## config.mk

```make
export PLATFORM = sky130hd
export DESIGN_NAME = pipe_stage_reg
export DESIGN_NICKNAME = d
export VERILOG_FILES = /design/src/rtl/pipe_pkg.sv /design/src/rtl/pipe_slot.sv /design/src/rtl/pipe_stage_reg.sv
export SDC_FILE = /design/constraint.sdc
export NUM_CORES = 1
export LEC_CHECK = 0
export BUFFER_PORTS_ARGS = -buffer_cell sky130_fd_sc_hd__buf_2
export CELL_PAD_IN_SITES_DETAIL_PLACEMENT = 0
export CELL_PAD_IN_SITES_GLOBAL_PLACEMENT = 1
export CORE_MARGIN = 1.5
export CORE_UTILIZATION = 42
export CTS_CLUSTER_SIZE = 30
export DETAILED_ROUTE_END_ITERATION = 10
export PLACE_DENSITY_LB_ADDON = 0.1
export SETUP_SLACK_MARGIN = 0.2
export SLEW_MARGIN = 20
export SYNTH_ARGS = -nofsm -noshare
export SYNTH_HDL_FRONTEND = slang
export SYNTH_SLANG_ARGS = --single-unit
```

## constraint.sdc

```tcl
create_clock -name clk -period 2.1 [get_ports clk]
set_input_delay 0.315 -clock clk [delete_from_list [all_inputs] [get_ports clk]]
set_output_delay 0.315 -clock clk [all_outputs]
set_load 0.05 [all_outputs]
```

## src/rtl/pipe_pkg.sv

```systemverilog
// Shared widths and bundle field offsets for the pipeline-stage registers.
package pipe_pkg;

    // ID/EX boundary
    localparam int IDEX_CTRL_W = 16;
    localparam int IDEX_DATA_W = 197;

    // ID/EX control bundle, LSB offsets
    localparam int IDEX_ALUOP_LSB      = 0;   // [3]
    localparam int IDEX_WBSEL_LSB      = 3;   // [2]
    localparam int IDEX_RWSEL_LSB      = 5;   // [2]
    localparam int IDEX_RFWR_BIT       = 7;
    localparam int IDEX_DMWR_BIT       = 8;
    localparam int IDEX_LTYPEEXTOP_LSB = 9;   // [3]
    localparam int IDEX_LTYPESEL_BIT   = 12;
    localparam int IDEX_ALUSRCA_BIT    = 13;
    localparam int IDEX_ALUSRCB_BIT    = 14;
    localparam int IDEX_READMEN_BIT    = 15;

    typedef struct packed {
        logic       read_men;
        logic       alu_src_b;
        logic       alu_src_a;
        logic       ltype_sel;
        logic [2:0] ltype_ext_op;
        logic       dm_wr;
        logic       rf_wr;
        logic [1:0] rw_sel;
        logic [1:0] wb_sel;
        logic [2:0] alu_op;
    } idex_ctrl_t;

    // ID/EX data bundle, LSB offsets
    localparam int IDEX_BUSA_LSB     = 0;    // [32]
    localparam int IDEX_BUSB_LSB     = 32;   // [32]
    localparam int IDEX_IMM32_LSB    = 64;   // [32]
    localparam int IDEX_RS_LSB       = 96;   // [5]
    localparam int IDEX_RT_LSB       = 101;  // [5]
    localparam int IDEX_RD_LSB       = 106;  // [5]
    localparam int IDEX_OP_LSB       = 111;  // [6]
    localparam int IDEX_FUNCT_LSB    = 117;  // [6]
    localparam int IDEX_BOPCODE_LSB  = 123;  // [5]
    localparam int IDEX_PCADDONE_LSB = 128;  // [30], PC+1 word address [31:2]
    localparam int IDEX_S_LSB        = 158;  // [5], shift amount
    localparam int IDEX_SAVETYPE_LSB = 163;  // [2]
    localparam int IDEX_INSTR_LSB    = 165;  // [32]

    // Other boundaries
    localparam int IFID_CTRL_W  = 1;    // no decoded control yet; width kept non-zero
    localparam int IFID_DATA_W  = 62;   // PcAddOne[30] + Instr[32]
    localparam int EXMEM_CTRL_W = 11;   // WbSel, RwSel, RfWr, DmWr, LTypeExtOp, LTypeSel, ReadMen
    localparam int EXMEM_DATA_W = 133;  // AluOut, busB, rd, PcAddOne, SaveType, Instr
    localparam int MEMWB_CTRL_W = 5;    // WbSel, RwSel, RfWr
    localparam int MEMWB_DATA_W = 99;   // MemOut, AluOut, rd, PcAddOne

endpackage

```

## src/rtl/pipe_slot.sv

```systemverilog
// One pipeline slot: valid + control + datapath register.
// Control is zeroed whenever the slot becomes invalid; datapath only
// updates when a valid entry is written so it holds across bubbles.
module pipe_slot
    import pipe_pkg::*;
#(
    parameter int CTRL_W = IDEX_CTRL_W,
    parameter int DATA_W = IDEX_DATA_W
) (
    input  logic              clk,
    input  logic              rst_n,
    input  logic              load,
    input  logic              clear,
    input  logic              valid_d,
    input  logic [CTRL_W-1:0] ctrl_d,
    input  logic [DATA_W-1:0] data_d,
    output logic              valid_q,
    output logic [CTRL_W-1:0] ctrl_q,
    output logic [DATA_W-1:0] data_q
);

    // Slot register: clear beats load; ctrl follows valid.
    always_ff @(posedge clk or negedge rst_n) begin
        if (!rst_n) begin
            valid_q <= 1'b0;
            ctrl_q  <= '0;
            data_q  <= '0;
        end else if (clear) begin
            valid_q <= 1'b0;
            ctrl_q  <= '0;
        end else if (load) begin
            valid_q <= valid_d;
            ctrl_q  <= valid_d ? ctrl_d : '0;
            if (valid_d) data_q <= data_d;
        end
    end

endmodule

```

## src/rtl/pipe_stage_reg.sv

```systemverilog
// Pipeline-stage register with valid/ready flow control, flush, optional
// skid slot and a saturating bubble counter. Outputs come only from the
// main slot; the skid slot absorbs the one input accepted during a stall.
module pipe_stage_reg
    import pipe_pkg::*;
#(
    parameter int CTRL_W = IDEX_CTRL_W,
    parameter int DATA_W = IDEX_DATA_W,
    parameter int SKID   = 1,
    parameter int CNT_W  = 16
) (
    input  logic              clk,
    input  logic              rst_n,
    input  logic              in_valid,
    output logic              in_ready,
    input  logic [CTRL_W-1:0] in_ctrl,
    input  logic [DATA_W-1:0] in_data,
    input  logic              flush,
    output logic              out_valid,
    input  logic              out_ready,
    output logic [CTRL_W-1:0] out_ctrl,
    output logic [DATA_W-1:0] out_data,
    input  logic              cnt_clr,
    output logic [CNT_W-1:0]  bubble_cnt
);

    logic              in_fire, out_fire;
    logic              main_valid, main_load, main_valid_d;
    logic [CTRL_W-1:0] main_ctrl, main_ctrl_d;
    logic [DATA_W-1:0] main_data, main_data_d;
    logic              skid_valid;
    logic [CTRL_W-1:0] skid_ctrl;
    logic [DATA_W-1:0] skid_data;
    logic [CNT_W-1:0]  bubble_q, bubble_d;

    // A flushed cycle's input is dropped even if in_ready was high.
    assign in_fire  = in_valid & in_ready & ~flush;
    assign out_fire = main_valid & out_ready;

    // Main refills whenever it drains or is empty; skid (older) wins over input.
    // Skid is never valid while main is empty, so the mux is safe then too.
    assign main_load    = out_fire | ~main_valid;
    assign main_valid_d = skid_valid | in_fire;
    assign main_ctrl_d  = skid_valid ? skid_ctrl : in_ctrl;
    assign main_data_d  = skid_valid ? skid_data : in_data;

    pipe_slot #(.CTRL_W(CTRL_W), .DATA_W(DATA_W)) u_main (
        .clk     (clk),
        .rst_n   (rst_n),
        .load    (main_load),
        .clear   (flush),
        .valid_d (main_valid_d),
        .ctrl_d  (main_ctrl_d),
        .data_d  (main_data_d),
        .valid_q (main_valid),
        .ctrl_q  (main_ctrl),
        .data_q  (main_data)
    );

    generate
        if (SKID != 0) begin : g_skid
            logic skid_load, skid_valid_d;
            // Fill on an input accepted during a stall; empty when main takes it.
            assign skid_valid_d = in_fire & main_valid & ~out_ready;
            assign skid_load    = skid_valid_d | (out_fire & skid_valid);

            pipe_slot #(.CTRL_W(CTRL_W), .DATA_W(DATA_W)) u_skid (
                .clk     (clk),
                .rst_n   (rst_n),
                .load    (skid_load),
                .clear   (flush),
                .valid_d (skid_valid_d),
                .ctrl_d  (in_ctrl),
                .data_d  (in_data),
                .valid_q (skid_valid),
                .ctrl_q  (skid_ctrl),
                .data_q  (skid_data)
            );
            // Registered ready: straight off the skid valid flop.
            assign in_ready = ~skid_valid;
        end else begin : g_noskid
            assign skid_valid = 1'b0;
            assign skid_ctrl  = '0;
            assign skid_data  = '0;
            assign in_ready   = ~main_valid | out_ready;
        end
    endgenerate

    assign out_valid  = main_valid;
    assign out_ctrl   = main_ctrl & {CTRL_W{main_valid}};
    assign out_data   = main_data;
    assign bubble_cnt = bubble_q;

    // Bubble counter next state: clear first, then saturating increment.
    always_comb begin
        bubble_d = bubble_q;
        if (cnt_clr)
            bubble_d = '0;
        else if (out_ready && !main_valid && (bubble_q != {CNT_W{1'b1}}))
            bubble_d = bubble_q + CNT_W'(1);
    end

    // Bubble counter register; flush does not touch it.
    always_ff @(posedge clk or negedge rst_n) begin
        if (!rst_n) bubble_q <= '0;
        else        bubble_q <= bubble_d;
    end

endmodule

```

==> Word-level counts from Yosys, hierarchy flattened <==
Index checks and enable logic that the tools add are counted.
{ "totals": {"reg_bits": 444, "latchBits": 0, "ramBits": 0, "rom_bits": 0, "in_bits": 219, "out_inout_bits": 231, "wordCells": 45, "memories": 0} }
{ "classes": {"n_addsub": 1, "n_mul": 0, "n_div": 0, "magnitude_cmp": 0, "eq_ne": 1, "shift": 0, "mux": 14, "bitwise": 14, "reduce_logical": 8} }
{ "ops": {"columns": ["op", "n"], "rows": [
  ["197-bit 2-to-1 mux", 1],
  ["16-bit 2-to-1 mux", 9],
  ["16-bit by 1-bit adder with 16-bit output, second input constant", 1],
  ["16-bit bitwise AND", 1],
  ["16-bit != test, second input constant", 1],
  ["1-bit bitwise AND", 6],
  ["3-bit AND reduction", 2],
  ["2-bit nonzero test", 3],
  ["1-bit 2-to-1 mux", 4],
  ["1-bit NOT", 4],
  ["1-bit OR", 3],
  ["1-bit logical AND", 2],
  ["1-bit logical NOT", 1]
]} }

==> Depth between registers and ports, before layout <==
Gate-level depths: netlist of the first run.
{ "depth": {"word_depth": 8, "ltp_mapped": 8, "mapped_depth_nobuf": 5} }

==> Modules after synthesis <==
From an unflattened synthesis of the first run, not the netlist that was laid out.
{ "hier_totals": {"cells_unflattened": 1340, "area_unflattened_um2": 20757.4} }
{ "modules_own_cells": {"columns": ["mod", "n_inst", "cells_per_inst", "area_per_inst_um2"], "rows": [
  ["pipe_slot", 2, 491, 8594.5],
  ["pipe_stage_reg", 1, 358, 3568.4]
]} }

==> Least setup slack after synthesis of the first run <==
OpenSTA, ideal clock, no wires.
{ "synth_timing": {"path_kind": "reg2reg", "startpoint": "register bubble_q[0], in the netlist bubble_cnt[0]", "endpoint": "register bubble_q[1], in the netlist bubble_cnt[1]", "setup_time_ns": 0.132, "arrival_ns": 2.003, "required_time_ns": 1.968, "setup_slack_ns": -0.035, "stages_incl_launch_ff": 8, "path_buffers": 2, "period_less_slack_ns": 2.135, "cell_sequence": "dfrtp_1 ha_1 nand4_1 o41ai_2 buf_4 buf_6 mux2i_1 nor2_1"} }
{ "synth_via": {"elab_chain_cells": 3} }
{ "synth_rtl": {"columns": ["element", "line_no", "source"], "rows": [
  ["from (decl)", "pipe_stage_reg.sv:34", "logic [CNT_W-1:0] bubble_q, bubble_d;"],
  ["from (signal assigned)", "pipe_stage_reg.sv:106", "else bubble_q <= bubble_d;"],
  ["16-bit by 1-bit adder with 16-bit output or 16-bit != test (tied branches)", "pipe_stage_reg.sv:100, pipe_stage_reg.sv:99", null],
  ["16-bit 2-to-1 mux or 1-bit logical AND (tied branches)", "pipe_stage_reg.sv:99", "else if (out_ready && !main_valid && (bubble_q != {CNT_W{1'b1}}))"],
  ["16-bit 2-to-1 mux or 2-bit nonzero test (tied branches)", null, null]
]} }
Several ways; a longest one is shown, not always the timed one. The select of a mux whose other input is x is not followed.
A chain may end at the register's enable or synchronous reset.

==> Worst setup path in the final report of the first run <==
{ "layout_timing": {"startpoint": "register u_main.valid_q", "endpoint": "output port out_ctrl[0]"} }
{ "layout_via": {"elab_chain_cells": 1} }
{ "layout_rtl": {"columns": ["element", "line_no", "source"], "rows": [
  ["from (decl)", "pipe_slot.sv:17", "output logic valid_q,"],
  ["from (signal assigned)", "pipe_slot.sv:32", "valid_q <= valid_d;"],
  ["16-bit bitwise AND", "pipe_stage_reg.sv:90", "assign out_ctrl = main_ctrl & {CTRL_W{main_valid}};"],
  ["to (decl)", "pipe_stage_reg.sv:21", "output logic [CTRL_W-1:0] out_ctrl,"]
]} }
No other way between the ends.

==> summary.txt, run 1 <==
Layout
  – Utilization after layout: 58.90%
  – Multi-input logic area: 0.007020 sq mm
  – Post-Layout Cell Count: 2776
  – Area grow syn2layout: 37.45%
  – Final nets: 2370
  – Share of layout cells above drive strength 1: roughly 30%
  – Fillers: 3756
  – Register area: between 0.01 and 0.015 sq mm

Placed design
  – GP Congestion: 0.7756
  – Placed cell count: 2479
  – I/O Buffers: 449
  – DP Wirelength: around 34000 um

Routing
  – Via Count: 13690
  – Detailed Routing Iterations Pass 1: 6
  – Routed Antenna Nets: 0
  – DR iter-0 viols: 616
  – Vias/cell: 4.932
  – DRC Markers: 0
  – Routed WL per cell: approximately 18 um
  – Final WL: 49780 um

Synth
  – Async SR Flop Fraction: 100.0%
  – Seq/Total Area, Yosys: 59.79%
  – Ys Warns: 0
  – Post-Synth XOR/XNOR Area: 0.04713%
  – Compound-cell area share of the yosys netlist: 7.602%
  – EDFF count, synth: 0
  – Simple-gate share of the synthesized area: 6.383%
  – Largest family of logic cells by synthesized area: multiplexers
  – Mapped Nets: 1719
  – Yosys reg bits: 444
  – Main area contributors after synthesis: dfrtp_1, mux2i_1, mux2_1, nand2_1, o21ai_0
  – Netlist cell types: 38
  – Most frequent cells after synthesis: dfrtp_1, nand2_1, mux2i_1, o21ai_0, mux2_1
  – Multiplexer share of the synthesized area: 23.46%
  – Post-synth top area share: between 50 and 60%
  – Avg Cell Area, Syn: approximately 12 sq um
  – Yosys top cell by area: dfrtp_1
  – Most common cell in the netlist: dfrtp_1
  – Cells after synthesis: about 1500
  – Synth Flop Type: dfrtp_1
  – Post-synthesis adder-cell area fraction: 0.06733%
  – Mapped Area: 0.01858 sq mm

Power
  – Clock power share: 33.5%
  – Sw power: 8.684 mW
  – Pint: 17.96 mW
  – Sw Ratio: 32.59%
  – Sequential power share: 42.4%
  – Combinational share of power: between 20 and 25%
  – Pleak: 11.89 nW
  – Cell area power density: around 1000 mW/mm^2
  – Peak VDD IR: slightly above 0.6 mV

GRT
  – Vias in the first global route: around 14000
  – Pin count of the biggest net entering global routing: 73
  – Met2 Usage GRT: a little over a third
  – Antenna violations before repair: 2
  – Overflow after GRT: 0
  – GR Util met3: roughly 5.7%
  – First-pass GRT wire length: roughly 77000 um
  – GRT Overall Usage: 21.77%
  – Layer with the highest usage: met2
  – Met1 Use GR: 27.96%

STA
  – Fmax: 539.4 MHz
  – Setup_tns: 0 ns
  – RSZ-0062 raised after global routing: no
  – Fin. max-slew vios: 0
  – Worst Clk Skew: approximately 0.013 ns
  – Fin crit share: 88.29%
  – Final setup fails: 0
  – Max_slew headroom: 60.20%
  – Crit path time final: 1.854 ns
  – Final Hold Fails: 0
  – Measured slew at the worst slew-check pin: 0.5970 ns

Floorplanning
  – Core ar.: about 0.043 sq mm
  – # rows: 76
  – Die height: 213.3 um
  – Die ar.: 0.04552 sq mm
  – Initial Util: a little over two fifths
  – I/O pin count: 450
  – Die width: between 200 and 250 um

Clocking
  – Clock buffer depth: 3
  – Clk slew on worst S/H paths: around 0.06 ns
  – H-tree Lvls: 2
  – # clock sinks: 444
  – Cts bufs inserted: 49
  – CTS tree: done
  – Root Driver: clkbuf_16
  – Worst-skew pair later-pin latency: 0.57 ns

Worst setup path
  – Data arrival, critical path: around 1.5 ns
  – CP Max Fanout: 20
  – CP required: 1.78 ns
  – Critical Path Source Type: register
  – Critical path, cell by cell: buf_6 > and2_1 > buf_4
  – CP bufs+invs: 2
  – Crit-path max cell delay: approximately 0.40 ns
  – CP top delay family: flip-flops
  – Crit. End Element: output pin
  – WS Path Type: register to output pin
  – Slowest cell on the critical path: dfrtp_1

Outcome
  – Outcome: finished clean

Run
  – # Max-Cap Violations: 0

Hold path
  – Hold Path Class: input pin to register
## sequential cells by signal (all words and copies together), names as in the netlist
name,count
g_skid.u_skid.data_q,197
u_main.data_q,197
bubble_cnt,16
g_skid.u_skid.ctrl_q,16
u_main.ctrl_q,16
g_skid.u_skid.valid_q,1
u_main.valid_q,1
## worst reg2reg max path, delay by kind of cell (launching register included)
kind,cells,cell delay (ns)
AO/OA/AOI/OAI,2,0.28
AND/OR/NAND/NOR,2,0.30
buffers and inverters,2,0.54
flip-flops,1,0.57
## cells by family (layout without fill, tap and decap cells)
family / Yosys count / count (layout)
multiplexers: 411 / 411
buffers and inverters: 106 / 796
XOR/XNOR: 1 / 1
AND/OR/NAND/NOR: 272 / 272
adder cells (fa/ha/maj): 1 / 1
other: 0 / 2
AO/OA/AOI/OAI: 264 / 264
flip-flops: 444 / 444
## worst paths after layout
check / start / slack (ns) / to / cells past startpoint
setup / recovery: u_main.valid_q / 0.25 / out_ctrl[0] / 3
hold / removal: in_ctrl[4] / 0.03 / g_skid.u_skid.ctrl_q[4] / 2
setup reg to reg: g_skid.u_skid.valid_q / 0.33 / u_main.data_q[35] / 6
hold reg to reg: u_main.ctrl_q[12] / 0.47 / u_main.ctrl_q[12] / 2
max in group asynchronous: rst_n / 1.00 / g_skid.u_skid.ctrl_q[9] / 4
min in group asynchronous: rst_n / 0.24 / g_skid.u_skid.data_q[161] / 2
## power by group through the flow
stage / Combinational [mW] / Sequential (mW) / Clock, mW
2_1_floorplan: 1.90 / 13.7 / 0
3_3_place_gp: 6.05 / 11.4 / 0
3_5_place_dp: 6.17 / 11.4 / 0
4_1_cts: 6.49 / 11.3 / 9.17
5_1_grt: 6.91 / 11.5 / 9.51
6_report: 6.43 / 11.3 / 8.93
## what timing repair did
item,in CTS,in global routing
setup endpoints to repair,17,2
gates resized for setup,16,2
setup buffers,0,0
hold buffers,205,0
endpoints found under the hold margin,259,0
## final cells by class
type                            instances  share of cell area (%)
Multi-Input combinational cell        949                   27.49
Sequential cell                       444                   43.53
Tap cell                              585                   2.866
Clock buffer                           74                   5.805
Timing Repair Buffer                  700                   19.38
Clock inverter                         16                  0.8181
Inverter                                6                 0.08817
Antenna cell                            2                 0.01959
## through the flow
step                hold WS [ns]  setup WS [ns]  power [mW]  area, sq um
CTS                   0.00007117         0.2017       26.97        25530
floorplan                0.01941         0.1745       15.61        18610
detailed placement        0.2435         0.3488       17.62        21750
global placement          0.2498         0.3661       17.42        21750
global route            0.004105         0.2056       27.95        25540
finish                   0.02771         0.2460       26.65        25540
## metal layers
layer  wire length (um)  vias up
met2              23700      339
met3               3259       92
li1                   -     6544
met5                  0        -
met4               1691        0
met1              21140     6716
## layout by cell type, fill, tap and decap left out, types with 3 or more instances in the layout
cell / n
mux2_1: 137
a22o_1: 16
o31ai_1: 5
buf_4: 40
bufinv_16: 5
mux2i_1: 214
dfrtp_1: 439
inv_1: 5
o21ai_0: 150
and2_1: 6
clkbuf_1: 11
nand4_1: 6
buf_2: 431
clkinv_2: 10
or4_1: 5
clkbuf_16: 51
dfrtp_2: 4
or3_1: 8
buf_12: 20
nand3_1: 5
nand2_1: 217
a21oi_1: 15
clkbuf_8: 12
and4_1: 3
dlygate4sd3_1: 205
mux2_2: 60
and2_2: 10
o21ai_1: 74
Power figures use the tool's default switching activity.
==> run 2, diff against run 1 <==
--- a/config.mk
+++ b/config.mk
@@ -9,10 +9,11 @@
 export CELL_PAD_IN_SITES_DETAIL_PLACEMENT = 0
 export CELL_PAD_IN_SITES_GLOBAL_PLACEMENT = 1
 export CORE_MARGIN = 1.5
-export CORE_UTILIZATION = 42
+export CORE_UTILIZATION = 45
 export CTS_CLUSTER_SIZE = 30
 export DETAILED_ROUTE_END_ITERATION = 10
 export PLACE_DENSITY_LB_ADDON = 0.1
+export RECOVER_POWER = 25
 export SETUP_SLACK_MARGIN = 0.2
 export SLEW_MARGIN = 20
 export SYNTH_ARGS = -nofsm -noshare
==> constraint.sdc (replaced) <==
create_clock -name clk -period 2.4 [get_ports clk]
set_input_delay 0.36 -clock clk [delete_from_list [all_inputs] [get_ports clk]]
set_output_delay 0.36 -clock clk [all_outputs]
set_load 0.05 [all_outputs]
==> summary.txt, run 2 (synthesized netlist as in run 1, its figures left out) <==
Placed design
  – I/O Buffers: 449 (unchanged)
  – DP Wirelength: 32510 um (was 33820 um)
  – GP Congestion: 0.7940 (was 0.7756)

Power
  – Combinational share of power: 23.9% (was 24.1%)
  – Pleak: 11.16 nW (was 11.89 nW)
  – Pint: 15.08 mW (was 17.96 mW)
  – Cell area power density: 945.8 mW/mm^2 (was 1043 mW/mm^2)
  – Sequential power share: 43.8% (was 42.4%)
  – Final Power: 22.47 mW (was 26.65 mW)
  – Sw Ratio: 32.89% (was 32.59%)
  – Clock power share: 32.2% (was 33.5%)
  – Sw power: 7.391 mW (was 8.684 mW)
  – Peak VDD IR: 0.5471 mV (was 0.6036 mV)

Floorplanning
  – Die height: 206.2 um (was 213.3 um)
  – Die width: 206.2 um (was 213.3 um)
  – Core ar.: 0.04083 sq mm (was 0.04336 sq mm)
  – Initial Util: 45.51% (was 42.86%)
  – I/O pin count: 450 (unchanged)
  – # rows: 74 (was 76)
  – Die ar.: 0.04252 sq mm (was 0.04552 sq mm)

Layout
  – Top flop regs: g_skid.u_skid.data_q (197), u_main.data_q (197) (unchanged)
  – Share of layout cells above drive strength 1: 30.11% (was 30.06%)
  – Final nets: 2234 (was 2370)
  – Commonest cells after routing, fill and taps aside: buf_2, dfrtp_1, nand2_1 (was dfrtp_1, buf_2, nand2_1)
  – Area grow syn2layout: 27.88% (was 37.45%)
  – Most common cell after layout, fill and taps aside: buf_2 (was dfrtp_1)

GRT
  – Met2 Usage GRT: 34.46% (was 35.22%)
  – Layer with the highest usage: met2 (unchanged)
  – GRT Overall Usage: 21.78% (was 21.77%)
  – Vias in the first global route: 13030 (was 14020)
  – First-pass GRT wire length: 71950 um (was 77250 um)
  – Met1 Use GR: 28.40% (was 27.96%)
  – Pin count of the biggest net entering global routing: 129 (was 73)
  – Antenna violations before repair: 15 (was 2)
  – Overflow after GRT: 0 (unchanged)
  – GR Util met3: 6.307% (was 5.653%)

Clocking
  – Clock buffer depth: 3 (unchanged)
  – CTS tree: done (unchanged)
  – Post_cts resized: 0 (was 16)
  – Root Driver: clkbuf_16 (unchanged)
  – H-tree Lvls: 2 (unchanged)
  – Clk slew on worst S/H paths: 0.06 ns (about the same)
  – Buffer count from post-CTS setup fixing: 0 (unchanged)
  – Cts bufs inserted: 48 (was 49)
  – # clock sinks: 444 (unchanged)
  – Worst-skew pair later-pin latency: 0.56 ns (was 0.57 ns)
  – Cts hold-fix bufs: 72 (was 205)

Routing
  – Vias/cell: 5.071 (was 4.932)
  – DRC Markers: 0 (unchanged)
  – DR iter-0 viols: 667 (was 616)
  – Via Count: 13120 (was 13690)
  – Detailed Routing Iterations Pass 1: 4 (was 6)
  – Final WL: 46960 um (was 49780 um)
  – Routed WL per cell: 18.15 um (was 17.93 um)
  – Routed Antenna Nets: 0 (unchanged)

STA
  – RSZ-0062 raised after global routing: no (unchanged)
  – Final setup fails: 0 (unchanged)
  – Fin crit share: around 83%
  – Crit path time final: around 2.0 ns
  – Max_slew headroom: 18.85% (was 60.20%)
  – Worst Clk Skew: 0.01537 ns (was 0.01312 ns)
  – Setup_tns: 0 ns (unchanged)
  – Fmax: 503.6 MHz
  – Measured slew at the worst slew-check pin: 1.217 ns (was 0.5970 ns)
  – Fin. max-slew vios: 0 (unchanged)
  – Final Hold Fails: 0 (unchanged)

Worst setup path
  – Critical Path Source Type: register (unchanged)
  – CP Max Fanout: 20 (unchanged)
  – Crit. Startpoint: u_main.valid_q (unchanged)
  – Crit. End Element: output pin (unchanged)
  – Data arrival, critical path: 1.63 ns (was 1.54 ns)
  – CP required: 2.04 ns (was 1.78 ns)
  – R2R Path Start: g_skid.u_skid.valid_q (unchanged)
  – WS Path Type: register to output pin (unchanged)

Run
  – # Max-Cap Violations: 0 (unchanged)

Outcome
  – Outcome: finished clean (unchanged)

Hold path
  – Hold Path Class: input pin to register (unchanged)
  – Hold Startpoint: in_data[74] (was in_ctrl[4])
==> run 2: power by group through the flow <==
stage	Sequential [mW]	Clock (mW)	Combinational (mW)
global placement	9.92	0	5.26
CTS	9.87	7.48	5.46
floorplan	12.0	0	1.66
finish	9.86	7.25	5.37
global route	10.1	7.76	5.77
detailed placement	9.99	0	5.36
==> run 2: per-layer routing <==
layer  wire length, um  share of wire (%)
met4              1189                2.5
met5               101               0.22
met3              3244                6.9
met1             20170                 43
met2             22250                 47
==> run 2: worst paths after layout <==
path / cells after the start / slack [ns] / end
setup reg to reg: 4 / 0.42 / g_skid.u_skid.data_q[68]
max in group asynchronous: 3 / 0.50 / u_main.data_q[21]
hold reg to reg: 2 / 0.47 / u_main.data_q[79]
hold / removal: 2 / 0.03 / g_skid.u_skid.data_q[74]
setup / recovery: 3 / 0.41 / out_ctrl[4]
min in group asynchronous: 2 / 0.31 / g_skid.u_skid.data_q[160]
==> run 2: layout make-up <==
type	count	area [sq um]
multi-input cells	949	6995
clock buffers	79	1459
flip-flops and latches	444	11110
fillers	3527	17070
well taps	532	665.6
clock inverters	6	80.08
repair buffers	565	3412
diodes	7	17.52
inverters	6	22.52
==> run 2: critical path: stages (launching register included) <==
cell and delay, ns:
dfrtp_1 0.38, buf_4 0.23, and2_1 0.19, buf_2 0.27
==> run 2: stage by stage <==
stage | util [%] | setup slack, ns | std cells | instance area (sq um) | hold slack [ns]
after CTS | 58.37 | 0.3739 | 2581 | 23830 | 0.0001101
final | 58.20 | 0.4142 | 2588 | 23760 | 0.03101
after global routing | 58.19 | 0.2043 | 2587 | 23760 | 0.01505
after detailed placement | 52.83 | 0.4122 | 2424 | 21570 | 0.3241
after floorplan | - | 0.2649 | 1499 | 18580 | 0.06441
after global placement | 52.83 | 0.4219 | 2424 | 21570 | 0.3188
